===== src/rtl/cmp_pkg.sv =====
// Shared opcode encoding and opcode classification helpers
// for the pipelined compare unit.
package cmp_pkg;

  typedef enum logic [3:0] {
    OP_EQ   = 4'd0,
    OP_NE   = 4'd1,
    OP_LT   = 4'd2,
    OP_GE   = 4'd3,
    OP_LTU  = 4'd4,
    OP_GEU  = 4'd5,
    OP_MIN  = 4'd6,
    OP_MAX  = 4'd7,
    OP_MINU = 4'd8,
    OP_MAXU = 4'd9
  } cmp_op_e;

  localparam logic [3:0] OP_LAST = 4'd9;

  function automatic logic is_signed_op(cmp_op_e op);
    return op inside {OP_EQ, OP_NE, OP_LT, OP_GE, OP_MIN, OP_MAX};
  endfunction

  function automatic logic is_branch_op(cmp_op_e op);
    return op inside {OP_EQ, OP_NE, OP_LT, OP_GE, OP_LTU, OP_GEU};
  endfunction

endpackage


===== src/rtl/cmp_if.sv =====
// Valid/ready request and result bundle of the compare unit.
// master = issuing/consuming side, slave = cmp_pipe.
interface cmp_if #(
  parameter int N     = 16,
  parameter int TAG_W = 4
);
  logic             in_valid;
  logic             in_ready;
  logic [3:0]       in_op;
  logic [N-1:0]     in_rs1;
  logic [N-1:0]     in_rs2;
  logic [TAG_W-1:0] in_tag;
  logic             flush;
  logic             out_valid;
  logic             out_ready;
  logic [TAG_W-1:0] out_tag;
  logic             out_eq;
  logic             out_gt;
  logic             out_lt;
  logic             out_taken;
  logic [N-1:0]     out_result;
  logic             out_illegal;

  modport master (
    output in_valid, in_op, in_rs1, in_rs2, in_tag,
    output flush, out_ready,
    input  in_ready, out_valid, out_tag,
    input  out_eq, out_gt, out_lt, out_taken,
    input  out_result, out_illegal
  );

  modport slave (
    input  in_valid, in_op, in_rs1, in_rs2, in_tag,
    input  flush, out_ready,
    output in_ready, out_valid, out_tag,
    output out_eq, out_gt, out_lt, out_taken,
    output out_result, out_illegal
  );
endinterface


===== src/rtl/cmp_core.sv =====
// Combinational compare datapath: flags, branch
// condition and min/max selection for one operation.
module cmp_core
  import cmp_pkg::*;
#(
  parameter int N = 16
) (
  input  logic [N-1:0] a,
  input  logic [N-1:0] b,
  input  logic [3:0]   op,
  output logic         eq,
  output logic         gt,
  output logic         lt,
  output logic         taken,
  output logic [N-1:0] result,
  output logic         illegal
);

  cmp_op_e opc;
  logic    sgn;
  logic    br;
  logic    is_min;
  logic    raw_eq;
  logic    raw_lt;

  assign opc     = cmp_op_e'(op);
  assign illegal = op > OP_LAST;
  assign sgn     = is_signed_op(opc);
  assign br      = is_branch_op(opc);
  assign is_min  = opc inside {OP_MIN, OP_MINU};
  assign raw_eq  = a == b;
  assign raw_lt  = sgn ? ($signed(a) < $signed(b)) : (a < b);

  always_comb begin
    eq    = 1'b0;
    gt    = 1'b0;
    lt    = 1'b0;
    taken = 1'b0;
    if (!illegal) begin
      eq = raw_eq;
      lt = raw_lt;
      gt = !raw_eq && !raw_lt;
    end
    unique case (opc)
      OP_EQ:          taken = raw_eq;
      OP_NE:          taken = !raw_eq;
      OP_LT, OP_LTU:  taken = raw_lt;
      OP_GE, OP_GEU:  taken = !raw_lt;
      default:        taken = 1'b0;
    endcase
  end

  // min picks a when a<b, max picks a when !(a<b)
  always_comb begin
    result = '0;
    unique case (1'b1)
      illegal: result = '0;
      br:      result = {{(N-1){1'b0}}, taken};
      default: result = (raw_lt == is_min) ? a : b;
    endcase
  end

endmodule


===== src/rtl/cmp_pipe.sv =====
// Two-stage compare pipeline: S1 holds the operation,
// S2 holds the computed result, valid/ready between them.
module cmp_pipe
  import cmp_pkg::*;
#(
  parameter int N     = 16,
  parameter int TAG_W = 4
) (
  input logic clk,
  input logic rst,
  cmp_if.slave bus
);

  logic             s1_valid;
  logic [3:0]       s1_op;
  logic [N-1:0]     s1_a;
  logic [N-1:0]     s1_b;
  logic [TAG_W-1:0] s1_tag;

  logic             s2_ready;
  logic             accept;
  logic             advance;

  logic             c_eq;
  logic             c_gt;
  logic             c_lt;
  logic             c_taken;
  logic             c_illegal;
  logic [N-1:0]     c_result;

  assign s2_ready     = !bus.out_valid || bus.out_ready;
  assign bus.in_ready = (!s1_valid || s2_ready) && !bus.flush;
  assign accept       = bus.in_valid && bus.in_ready;
  assign advance      = s1_valid && s2_ready && !bus.flush;

  always_ff @(posedge clk or posedge rst) begin
    if (rst) begin
      s1_valid <= 1'b0;
      s1_op    <= '0;
      s1_a     <= '0;
      s1_b     <= '0;
      s1_tag   <= '0;
    end else begin
      if (bus.flush)   s1_valid <= 1'b0;
      else if (accept) s1_valid <= 1'b1;
      else if (advance) s1_valid <= 1'b0;
      if (accept) begin
        s1_op  <= bus.in_op;
        s1_a   <= bus.in_rs1;
        s1_b   <= bus.in_rs2;
        s1_tag <= bus.in_tag;
      end
    end
  end

  cmp_core #(.N(N)) u_core (
    .a       (s1_a),
    .b       (s1_b),
    .op      (s1_op),
    .eq      (c_eq),
    .gt      (c_gt),
    .lt      (c_lt),
    .taken   (c_taken),
    .result  (c_result),
    .illegal (c_illegal)
  );

  always_ff @(posedge clk or posedge rst) begin
    if (rst) begin
      bus.out_valid   <= 1'b0;
      bus.out_tag     <= '0;
      bus.out_eq      <= 1'b0;
      bus.out_gt      <= 1'b0;
      bus.out_lt      <= 1'b0;
      bus.out_taken   <= 1'b0;
      bus.out_result  <= '0;
      bus.out_illegal <= 1'b0;
    end else begin
      if (bus.flush)         bus.out_valid <= 1'b0;
      else if (advance)      bus.out_valid <= 1'b1;
      else if (bus.out_ready) bus.out_valid <= 1'b0;
      if (advance) begin
        bus.out_tag     <= s1_tag;
        bus.out_eq      <= c_eq;
        bus.out_gt      <= c_gt;
        bus.out_lt      <= c_lt;
        bus.out_taken   <= c_taken;
        bus.out_result  <= c_result;
        bus.out_illegal <= c_illegal;
      end
    end
  end

endmodule

===== src/flat_wrapper.sv =====
// flat-port wrapper written by rule: the top's interface ports become plain ports
module cmp_pipe_flat import cmp_pkg::*;
#(
  parameter int N     = 16,
  parameter int TAG_W = 4
)
  (clk, rst, bus_in_valid, bus_in_op, bus_in_rs1, bus_in_rs2, bus_in_tag, bus_flush, bus_out_ready, bus_in_ready, bus_out_valid, bus_out_tag, bus_out_eq, bus_out_gt, bus_out_lt, bus_out_taken, bus_out_result, bus_out_illegal);
  cmp_if #(.N(N), .TAG_W(TAG_W)) bus_i ();
  input logic clk;
  input logic rst;
  input wire logic [$bits(bus_i.in_valid)-1:0] bus_in_valid;
  input wire logic [$bits(bus_i.in_op)-1:0] bus_in_op;
  input wire logic [$bits(bus_i.in_rs1)-1:0] bus_in_rs1;
  input wire logic [$bits(bus_i.in_rs2)-1:0] bus_in_rs2;
  input wire logic [$bits(bus_i.in_tag)-1:0] bus_in_tag;
  input wire logic [$bits(bus_i.flush)-1:0] bus_flush;
  input wire logic [$bits(bus_i.out_ready)-1:0] bus_out_ready;
  output wire logic [$bits(bus_i.in_ready)-1:0] bus_in_ready;
  output wire logic [$bits(bus_i.out_valid)-1:0] bus_out_valid;
  output wire logic [$bits(bus_i.out_tag)-1:0] bus_out_tag;
  output wire logic [$bits(bus_i.out_eq)-1:0] bus_out_eq;
  output wire logic [$bits(bus_i.out_gt)-1:0] bus_out_gt;
  output wire logic [$bits(bus_i.out_lt)-1:0] bus_out_lt;
  output wire logic [$bits(bus_i.out_taken)-1:0] bus_out_taken;
  output wire logic [$bits(bus_i.out_result)-1:0] bus_out_result;
  output wire logic [$bits(bus_i.out_illegal)-1:0] bus_out_illegal;
  assign bus_i.in_valid = bus_in_valid;
  assign bus_i.in_op = bus_in_op;
  assign bus_i.in_rs1 = bus_in_rs1;
  assign bus_i.in_rs2 = bus_in_rs2;
  assign bus_i.in_tag = bus_in_tag;
  assign bus_i.flush = bus_flush;
  assign bus_i.out_ready = bus_out_ready;
  assign bus_in_ready = bus_i.in_ready;
  assign bus_out_valid = bus_i.out_valid;
  assign bus_out_tag = bus_i.out_tag;
  assign bus_out_eq = bus_i.out_eq;
  assign bus_out_gt = bus_i.out_gt;
  assign bus_out_lt = bus_i.out_lt;
  assign bus_out_taken = bus_i.out_taken;
  assign bus_out_result = bus_i.out_result;
  assign bus_out_illegal = bus_i.out_illegal;
  cmp_pipe #(.N(N), .TAG_W(TAG_W)) u_core (.clk(clk), .rst(rst), .bus(bus_i));
endmodule

===== config.mk =====
export PLATFORM = sky130hd
export DESIGN_NAME = cmp_pipe_flat
export DESIGN_NICKNAME = d
export VERILOG_FILES = /design/src/rtl/cmp_pkg.sv /design/src/rtl/cmp_if.sv /design/src/rtl/cmp_core.sv /design/src/rtl/cmp_pipe.sv /design/src/flat_wrapper.sv
export SDC_FILE = /design/constraint.sdc
export NUM_CORES = 1
export LEC_CHECK = 0
export ABC_AREA = 1
export BUFFER_PORTS_ARGS = -buffer_cell sky130_fd_sc_hd__buf_2
export CORE_MARGIN = 2
export CORE_UTILIZATION = 54
export CTS_CLUSTER_DIAMETER = 150
export DETAILED_ROUTE_END_ITERATION = 6
export PLACE_DENSITY = 0.81
export REMOVE_ABC_BUFFERS = 1
export SYNTH_ARGS = -nofsm -noshare
export SYNTH_HDL_FRONTEND = slang
export SYNTH_SLANG_ARGS = --single-unit

===== constraint.sdc =====
create_clock -name clk -period 3.35 [get_ports clk]
set_input_delay 1.005 -clock clk [delete_from_list [all_inputs] [get_ports clk]]
set_output_delay 1.005 -clock clk [all_outputs]
set_load 0.005 [all_outputs]

=== After elaboration in Yosys (flattened, before gate mapping) ===
Index checks and enable logic that the tools add are counted.

* Bits in registers: 67
* Input port bits: 45
* Word-level logic and storage cells: 59

* Magnitude comparators: 3
* Eq/ne operators: 10
* Mux-type cells: 13
* Reduce and logical (&&, ||, !) cells: 20

{| class="wikitable"
|+ Operators with widths
! operator !! count
|-
| 16-bit less-than comparator || 2
|-
| 16-bit case mux with 2 select lines || 1
|-
| 16-bit == test || 1
|-
| 4-bit by 3-bit == test with 1-bit output (second input constant) || 4
|-
| 16-bit 2-to-1 mux || 1
|-
| 6-bit nonzero test || 2
|-
| 1-bit 2-to-1 mux || 10
|-
| 4-bit by 2-bit == test with 1-bit output (second input constant) || 2
|-
| 3-bit nonzero test || 2
|-
| 1-bit logical AND || 5
|-
| 1-bit logical NOT || 5
|-
| 4-bit by 1-bit == test with 1-bit output (second input constant) || 1
|-
| 4-bit == test (second input constant) || 1
|-
| 4-bit greater-than comparator (second input constant) || 1
|-
| 4-bit logical NOT || 1
|-
| 1-bit case mux with 4 select lines || 1
|-
| 2-bit OR reduction || 2
|-
| 1-bit logical OR || 2
|-
| 2-bit nonzero test || 1
|-
| 1-bit == test || 1
|}

=== Longest topological paths before layout ===
* Depth after elaboration: 7
* Mapped depth: 18
* Depth with buffers taken out: 18

=== Hierarchy ===
A second synthesis with hierarchy kept.

* Cell total of the unflattened synthesis: 460
* Area, all modules: 3,729.8 µm²

{| class="wikitable"
|+ By module, submodules not included
! module !! instances !! cells each !! area each (µm²) !! sequential area each (µm²)
|-
| cmp_pipe || 1 || 296 || 2,710.1 || 1,676.6
|-
| cmp_core || 1 || 164 || 1,019.7 || 0.0
|}

=== Worst setup path after synthesis ===
OpenSTA, ideal clock, no wires.

* Kind: input port to output port
* From: in bus_out_ready
* To: out bus_in_ready
* Data arrival time: 1.367 ns
* Setup slack: 0.978 ns
* Stages: 4
* Path through: nor2_1 > nand2_1 > nand2_1 > inv_1

* Longest elaborated chain between the ends: 3

{| class="wikitable"
|+ Ends and longest elaborated chain
! item !! RTL line !! text
|-
| start: declaration || flat_wrapper.sv:17 || <nowiki>input wire logic [$bits(bus_i.out_ready)-1:0] bus_out_ready;</nowiki>
|-
| 1-bit logical OR || cmp_pipe.sv:31 || <nowiki>assign s2_ready = !bus.out_valid || bus.out_ready;</nowiki>
|-
| 1-bit logical OR || cmp_pipe.sv:32 || <nowiki>assign bus.in_ready = (!s1_valid || s2_ready) && !bus.flush;</nowiki>
|-
| 1-bit logical AND || cmp_pipe.sv:32 ||
|-
| end: declaration || flat_wrapper.sv:18 || <nowiki>output wire logic [$bits(bus_i.in_ready)-1:0] bus_in_ready;</nowiki>
|}

Every way passes these cells.

=== Final worst setup path ===
Same ends and word-level chain as after synthesis.

==> flow_summary.yaml <==
flow_run:
  max_cap_viol_count: 0
grt:
  grt_pass1_vias: 2742
  grt_overflow: 0
  grt_max_degree: 36
  grt_usage_pct: 21.6
  grt_pass1_wl_um: 12400
  antenna_found_initial: 0
floorplanning:
  fp.dieW_um: 85.4
  core_mm2: 0.00639
  initial_core_util_pct: 56.1
  io_pins: 72
  fp-row-count: 29
  die_h_um: 85.4
  dieArea_mm2: 0.00730
worst_setup_path:
  path_class: "input port to output pin"
  cp_cell_sequence: "buf_2 -> nor2_1 -> nand2_1 -> nand2_1 -> inv_1 -> buf_2"
  slowest_stage: "nor2_1"
  cp_max_fo: 3
  slowest_delay_ns: 0.20
  cp.arrival_ns: 1.65
  cp-start-kind: "input port"
  r2r_slack_ns: 1.24
  critPathBufInv: 3
  endpoint_kind: "output pin"
  critPathRequiredTime_ns: 2.34
  cp_top_family: "simple AND/OR/NAND/NOR gates"
drt:
  final_antenna_net_count: 0
  drtIter0Drc: 132
  wl_per_cell_um: 13.5
  drt_pass1_iterations: 4
  drcViolationCount: 0
  via_per_inst: 5.16
  drt_wl_total_um: 7450
  highest_layer: "met4"
  wl_met2_um: 3650
  num_vias: 2837
  wl_met1_um: 3380
  met3WireLength_um: 332
layout:
  syn2layout_area_growth_pct: 16.2
  final_nets: 529
  n_antenna_cell: 0
  drive_gt1_share_pct: 31.7
synth:
  yosysTopAreaCellShare_pct: 46.8
  async_reset_ff_share_pct: 100
  yosysMostFrequentCell: "dfrtp_1"
  ys_types: 35
  synth_flop_cell: "dfrtp_1"
  synth_area_leaders: "dfrtp_1 47%, nand3_2 7.0%, nand2_1 6.6%, a21oi_1 5.7%, ha_1 5.6%"
  ys_ff_latch: 67
  yosysSeqAreaShare_pct: 46.8
  synth_cells: 396
  yosys.area.top_type: "dfrtp_1"
  synthTopCellsByCount: "67 x dfrtp_1, 63 x nand2_1, 47 x inv_1, 47 x nor2_1, 41 x a21oi_1"
  yosysWarnings: 0
  avgSynthCellArea_um2: 9.05
  syn_area_mm2: 0.00358
  synth_edf_count: 0
cts:
  cts_tree: "built"
  clk_pin_slew_ns: 0.07
  clock_latency_ns: 0.35
  hold_buffers: 0
  cts-root-buf: "clkbuf_8"
  clockBufferDepth: 2
  cts_buffers: 9
  cts.htree.levels: 3
  cts_resized: 0
  cts_sinks: 67
  post-cts-setup-buffer-count: 0
timing:
  final-hold-violation-count: 0
  finClkSkew_ns: 0.00554
  relSlewSlack_pct: 49.6
  clock.fmax_ghz: 0.377
  hold_slack_ns: 0.480
  tns_ns: 0
  post-route-period-util_pct: 79.1
  finalSetupViolCount: 0
  min_period_ns: 2.65
  worst_pin_slew_ns: 0.754
  rsz0062_at_grt: "no"
  slew_viol_final: 0
placed_design:
  place_congestion: 0.851
  io_buffers: 71
  place_hpwl_um: 5210
power:
  netSwitchingFraction_pct: 34.2
  leakagePower_nw: 2.25
  ir_drop_mv: 0.300
  p_per_area_mw_per_mm2: 582
  p_switching_uw: 827
  pwr-share-seq_pct: 42.6
  p_clk_share_pct: 27.3
  p_int_mw: 1.59
  power_frac_comb_pct: 30.0
outcome:
  outcome: "finished, final reports clean"
min_path:
  min_path_type: "register to register"
worst reg2reg max path, stage by stage, from the launching register on:
cell     delay [ns]
dfrtp_1        0.37
inv_1          0.10
ha_1           0.25
a21oi_1        0.15
nor2_1         0.06
nor2_1         0.14
nand2_2        0.09
nand2_4        0.06
nand2_2        0.06
nand2_4        0.11
nand2_4        0.09
nand2_4        0.23
nand3_1        0.12
nand3_1        0.10
nand2_1        0.07
layout by cell type (no fill, tap or decap):
master,netlist,routed
a21o_1,1,1
a21oi_1,41,41
a21oi_2,2,2
a31oi_1,3,3
buf_12,2,1
buf_2,6,71
buf_4,1,4
bufinv_16,0,1
clkbuf_8,0,10
clkinv_2,1,6
dfrtp_1,67,67
ha_1,16,16
inv_1,47,46
inv_2,3,4
inv_4,1,1
mux2_2,5,5
nand2_1,63,62
nand2_2,3,4
nand2_4,6,6
nand3_1,23,23
nand3_2,25,25
nand3_4,2,2
nand3b_1,5,5
nand4_1,2,2
nand4_2,1,1
nor2_1,47,47
nor2_2,1,1
nor2_4,2,2
nor2_8,1,1
nor3_1,2,2
nor3_2,1,1
o21ai_0,6,6
o21ai_1,2,2
o21ai_2,1,1
or2_2,1,1
per-stage QoR:
step | total power [mW] | util, % | cells | setup slack (ns) | cell area, µm²
2_1_floorplan | 1.54 | - | 381 | 0.214 | 3470
3_3_place_gp | 1.75 | 62.2 | 534 | 0.745 | 3970
3_5_place_dp | 1.78 | 62.2 | 534 | 0.701 | 3970
4_1_cts | 2.44 | 65.2 | 550 | 0.700 | 4160
5_1_grt | 2.58 | 65.2 | 550 | 0.625 | 4160
6_report | 2.42 | 65.2 | 550 | 0.699 | 4160
flip-flops by register name (all words and copies together), names as in the netlist, 4 cells and up:
signal and count:
u_core.bus.out_tag 4, u_core.s1_a 16, u_core.s1_op 4, u_core.s1_tag 4, u_core.bus.out_result 16, u_core.s1_b 16
logic make-up after synthesis:
| family | after synthesis | synth area share [%] |
|---|---|---|
| buffers and inverters | 67 | 8.77 |
| adder cells (fa/ha/maj) | 16 | 5.59 |
| AO/OA/AOI/OAI | 56 | 8.31 |
| multiplexers | 5 | 1.57 |
| AND/OR/NAND/NOR | 185 | 29.0 |
| flip-flops | 67 | 46.8 |
layer usage:
metal | vias to the layer above | track usage [%]
li1 | 1423 | -
met4 | 0 | 6.93
met2 | 62 | 36.2
met3 | 11 | 5.06
met1 | 1341 | 27.9
met5 | - | 0
area by class of cell:
type,instances,area (µm²)
fill,527,2220
sequential,67,1680
multi-input combinational,262,1590
timing repair buffer,76,405
inverter,52,199
clock buffer,10,138
tap,77,96.3
clock inverter,6,55.1
worst paths after layout:
| path | startpoint | end | cells past startpoint |
|---|---|---|---|
| hold reg to reg | u_core.bus.out_result[12] | u_core.bus.out_result[12] | 2 |
| setup / recovery | bus_out_ready | bus_in_ready | 6 |
| max in group asynchronous | rst | u_core.s1_a[7] | 3 |
| min in group asynchronous | rst | u_core.s1_a[13] | 2 |
| hold / removal | u_core.bus.out_result[12] | u_core.bus.out_result[12] | 2 |
| setup reg to reg | u_core.s1_b[5] | u_core.bus.out_result[7] | 14 |
power by group through the flow:
stage | clock (mW) | sequential, mW | combinational [mW]
after global routing | 0.713 | 1.05 | 0.820
after detailed placement | 0 | 1.05 | 0.732
after global placement | 0 | 1.04 | 0.706
final | 0.662 | 1.03 | 0.728
after floorplan | 0 | 1.04 | 0.500
after CTS | 0.672 | 1.03 | 0.735
(Power assumes the default switching activity.)
